File: config.mk
export PLATFORM = sky130hd
export DESIGN_NAME = serial_insertion_sorter
export DESIGN_NICKNAME = d
export VERILOG_FILES = /design/src/rtl/serial_insertion_sorter.sv
export SDC_FILE = /design/constraint.sdc
export NUM_CORES = 1
export LEC_CHECK = 0
export BUFFER_PORTS_ARGS = -buffer_cell sky130_fd_sc_hd__buf_4
export CORE_MARGIN = 5
export CORE_UTILIZATION = 25
export DETAILED_ROUTE_END_ITERATION = 12
export SLEW_MARGIN = 10
export SYNTH_ARGS = -nofsm -noshare
export SYNTH_HDL_FRONTEND = slang
export SYNTH_SLANG_ARGS = --single-unit
File: constraint.sdc
create_clock -name clk -period 2.2 [get_ports clk]
set_input_delay 0.44 -clock clk [delete_from_list [all_inputs] [get_ports clk]]
set_output_delay 0.44 -clock clk [all_outputs]
set_load 0.02 [all_outputs]
File: src/rtl/serial_insertion_sorter.sv
// ============================================================================
// Module   : serial_insertion_sorter
// Purpose  : Systolic insertion sorter; fills N cells ascending, drains smallest first.
// Revision : 1.0 - initial release
// ============================================================================
`default_nettype none

module serial_insertion_sorter #(
  parameter int N = 8,
  parameter int W = 8
) (
  input  logic                   clk,
  input  logic                   reset,
  input  logic                   in_valid,
  input  logic [W-1:0]           in_data,
  output logic                   in_ready,
  input  logic                   flush,
  output logic                   out_valid,
  output logic [W-1:0]           out_data,
  input  logic                   out_ready,
  output logic [$clog2(N+1)-1:0] count
);

  localparam int CW = $clog2(N+1);
  localparam logic [CW-1:0] C_LAST = CW'(N - 1);
  localparam logic [CW-1:0] C_ONE  = CW'(1);

  typedef enum logic [0:0] {
    FILL  = 1'b0,
    DRAIN = 1'b1
  } state_t;

  state_t          r_state;
  state_t          w_state_next;
  logic [W-1:0]    r_val [N];
  logic            r_occ [N];
  logic [CW-1:0]   r_count;

  logic            w_ins;
  logic            w_pop;
  logic            w_g      [N];
  logic            w_lo_g   [N];
  logic [W-1:0]    w_lo_val [N];
  logic            w_lo_occ [N];
  logic [W-1:0]    w_hi_val [N];
  logic            w_hi_occ [N];

  assign w_ins = (r_state == FILL) && in_valid;
  assign w_pop = (r_state == DRAIN) && out_ready;

  // Each cell sees its lower neighbour (for insert shift) and upper one (for pop).
  for (genvar i = 0; i < N; i++) begin : g_cell
    assign w_g[i] = !r_occ[i] || (in_data < r_val[i]);

    if (i == 0) begin : g_head
      assign w_lo_g[i]   = 1'b0;
      assign w_lo_val[i] = '0;
      assign w_lo_occ[i] = 1'b0;
    end else begin : g_body
      assign w_lo_g[i]   = w_g[i-1];
      assign w_lo_val[i] = r_val[i-1];
      assign w_lo_occ[i] = r_occ[i-1];
    end

    if (i == N - 1) begin : g_tail
      assign w_hi_val[i] = '0;
      assign w_hi_occ[i] = 1'b0;
    end else begin : g_mid
      assign w_hi_val[i] = r_val[i+1];
      assign w_hi_occ[i] = r_occ[i+1];
    end
  end

  always_comb begin
    w_state_next = r_state;
    case (r_state)
      FILL: begin
        if (w_ins && (r_count == C_LAST)) begin
          w_state_next = DRAIN;
        end else if (flush && (w_ins || (r_count != '0))) begin
          w_state_next = DRAIN;
        end
      end
      DRAIN: begin
        if (w_pop && (r_count == C_ONE)) begin
          w_state_next = FILL;
        end
      end
      default: w_state_next = FILL;
    endcase
  end

  always_ff @(posedge clk or posedge reset) begin
    if (reset) begin
      r_state <= FILL;
      r_count <= '0;
      for (int i = 0; i < N; i++) begin
        r_val[i] <= '0;
        r_occ[i] <= 1'b0;
      end
    end else begin
      r_state <= w_state_next;
      if (w_ins) begin
        r_count <= r_count + C_ONE;
        // Strict less-than keeps equal words in arrival order.
        for (int i = 0; i < N; i++) begin
          if (w_g[i]) begin
            if (!w_lo_g[i]) begin
              r_val[i] <= in_data;
              r_occ[i] <= 1'b1;
            end else begin
              r_val[i] <= w_lo_val[i];
              r_occ[i] <= w_lo_occ[i];
            end
          end
        end
      end else if (w_pop) begin
        r_count <= r_count - C_ONE;
        for (int i = 0; i < N; i++) begin
          r_val[i] <= w_hi_val[i];
          r_occ[i] <= w_hi_occ[i];
        end
      end
    end
  end

  assign in_ready  = (r_state == FILL);
  assign out_valid = (r_state == DRAIN);
  assign out_data  = r_val[0];
  assign count     = r_count;

endmodule

`default_nettype wire

==> impl_metrics.yaml <==
run_status:
  status: "finished, final reports clean"
cts:
  root_buffer: "clkbuf_16"
  cts_tree: "built"
  clock_sinks: 77
  worstSkewPairLatency_ns: 0.34
  path_clk_slew_ns: 0.06
  cts_inserted_buffers: 9
  ctsHoldBuffers: 0
  cts.htree.levels: 3
  cts_buffer_depth: 2
place:
  detailed_place_hpwl_um: 11900
  port_buffers: 26
  place_inst: 1002
  place_congestion: 0.805
cells_and_area:
  fin_util_pct: 31.4
  layoutNonFillerInstCount: 1022
  drive_gt1_share_pct: 21.1
  area_growth_pct: 24.5
  nNetsFinal: 772
  diodes: 0
global_route:
  grt-ovfl-total: 0
  grt_max_degree: 52
  grt_pass1_vias: 5205
  grt_pass1_wl_um: 26900
  antenna_found_initial: 0
  grt_use_total_pct: 12.4
yosys:
  ys_top_cells_by_area: "dfrtp_1 (33%), ha_1 (13%), mux2i_1 (9.7%)"
  yosysSeqAreaShare_pct: 32.7
  syn_nets: 698
  synth_ff_type: "dfrtp_1"
  syn-instance-count: 625
  synth_top_area_share_pct: 32.7
  syn-cell-area_um2: 5880
  synth-edff-count: 0
  yosysTopAreaCell: "dfrtp_1"
  ys_ff_latch: 77
  ys_warn_count: 0
  syn_area_per_cell_um2: 9.42
  synth_cell_types: 60
  async_reset_ff_share_pct: 100
timing:
  finalHoldViolCount: 0
  fin_crit_sh_pct: 97.8
  clock_skew_ns: 0.00852
  finalSetupViolCount: 0
  period_needed_ns: 2.15
  tightest_slew_ns: 0.675
  rsz0062_at_grt: "true"
  slew-limit-headroom_pct: 54.9
  fin_setup_tns_ns: 0
  maxSlewViolCount: 0
  max_clock_freq_mhz: 465
worst_setup_path:
  startpoint_type: "flip-flop"
  cp_max_fo: 8
  r2r_start: "out_data[5]$_DFFE_PP0P_"
  r2r-end: "r_val[54]$_DFFE_PP0P_"
  r2r_cells: 8
  critPathKind: "flip-flop to flip-flop"
  cp.arrival_ns: 2.37
  crit_path_end_kind: "flip-flop"
  cp.required_ns: 2.42
  rrSetupSlack_ns: 0.05
run:
  maxCapViolations: 0
floorplan:
  die_height_um: 163
  start_util_pct: 25.2
  core_area_um2: 23300
  dieArea_um2: 26700
  fp.dieW_um: 163
  rows: 56
  ios: 27
drt:
  drt_first_pass_iters: 5
  via_count: 5157
  drt_wl_total_um: 16500
  drtIter0Drc: 351
  wl_per_cell_um: 16.1
  via_per_inst: 5.05
  drc: 0
  ant_nets: 0
power_and_ir_drop:
  cellLeakagePower_nw: 2.94
  irDropWorstVdd_uv: 394
  p_per_area_nw_per_um2: 794
worst_hold_path:
  holdCritPathClass: "input port to async pin"
report_power, final:
part           internal, W  switching [W]  leakage, nW  total, W
clock             0.000903       0.000605        0.145   0.00151
sequential         0.00164       0.000230         1.05   0.00187
combinational      0.00104        0.00140         1.75   0.00245
layout make-up:
type,count,area (um^2)
Fill cell,2442,16000
Multi-Input combinational cell,440,3600
Sequential cell,77,1930
Timing Repair Buffer,104,858
Tap cell,319,399
Inverter,67,255
Clock buffer,11,243
Clock inverter,4,48.8
timing repair:
action	CTS	global route
buffers inserted	0	4
hold endpoints to repair	0	0
resized for setup	0	22
setup endpoints to repair	0	51
sequential cells by signal, summed over array words and instances, names as in the netlist:
name,count
count,4
r_occ,8
out_valid,1
out_data,8
r_val,56
placed cells by master (no fill, tap or decap), types with 6 or more instances in the layout:
| cell | count |
|---|---|
| a21oi_1 | 22 |
| a22o_1 | 8 |
| a22oi_1 | 6 |
| a31oi_1 | 22 |
| a32o_1 | 8 |
| buf_4 | 95 |
| clkbuf_16 | 9 |
| dfrtp_1 | 77 |
| ha_1 | 57 |
| inv_1 | 61 |
| mux2i_1 | 55 |
| nand2_1 | 28 |
| nand2b_1 | 12 |
| nand3_1 | 29 |
| nor2_1 | 9 |
| nor3_1 | 22 |
| o211ai_1 | 35 |
| o21a_1 | 11 |
| o21ai_1 | 28 |
| o221a_1 | 8 |
| or3_1 | 9 |
synthesized netlist by cell type (6+ instances only):
cell      number
a22o_1         8
a21oi_1       23
or3_1          9
mux2i_1       57
a31oi_1       22
nand2_1       29
buf_2          7
o221a_1        8
nor2_1         9
ha_1          60
inv_1         64
o211ai_1      35
nand3_1       29
dfrtp_1       77
clkbuf_1      19
o21a_1        11
a32o_1         8
nor3_1        22
nand2b_1      12
buf_4         11
o21ai_1       29
a22oi_1        6
metal layers:
metal	share of wire, %	vias to the layer above	track usage [%]
met2	47	75	20.9
met3	3.6	9	1.97
li1	-	2500	-
met5	0	-	0
met4	0.98	0	2.86
met1	48	2573	16.8
worst max-delay path, stage by stage, from the launching register on:
cell and delay, ns:
dfrtp_1 0.38, inv_1 0.10, ha_4 0.28, and3_1 0.15
o2111ai_1 0.16, o22a_1 0.27, buf_4 0.17, or3_1 0.30
a32o_1 0.23
stage by stage:
step	area [um^2]	power [W]	setup slack (ns)	hold slack (ns)
finish	7330	0.00582	0.0482	0.139
global route	7330	0.00616	-0.0627	0.176
CTS	7180	0.00572	0.00116	0.146
detailed placement	6890	0.00419	-0.214	0.515
global placement	6890	0.00416	-0.231	0.502
floorplan	5890	0.00335	0.0577	0.479
how the worst max path moves through the flow:
stage                            startpoint                     to  slack [ns]  depth (start not counted)
floorplan                        in_data[7]   r_val[8]$_DFFE_PP0P_        0.06                          7
global placement                 in_data[6]  r_val[29]$_DFFE_PP0P_       -0.23                          6
detailed placement               in_data[5]  r_val[31]$_DFFE_PP0P_       -0.21                          6
CTS                   r_val[25]$_DFFE_PP0P_  r_val[25]$_DFFE_PP0P_       0.001                          7
global route          r_val[13]$_DFFE_PP0P_   r_val[7]$_DFFE_PP0P_       -0.06                          8
finish              out_data[5]$_DFFE_PP0P_  r_val[54]$_DFFE_PP0P_        0.05                          8
cell families (layout without fill, tap and decap cells):
group / after synthesis / count (layout) / synth area share, %
flops: 77 / 77 / 32.7
fa+ha+maj: 60 / 60 / 12.8
compound gates: 190 / 190 / 25.2
simple gates: 130 / 130 / 11.2
xor+xnor: 3 / 3 / 0.447
buf+inv: 108 / 186 / 7.93
mux: 57 / 57 / 9.70
No activity file was read; power rests on OpenSTA's default activity.
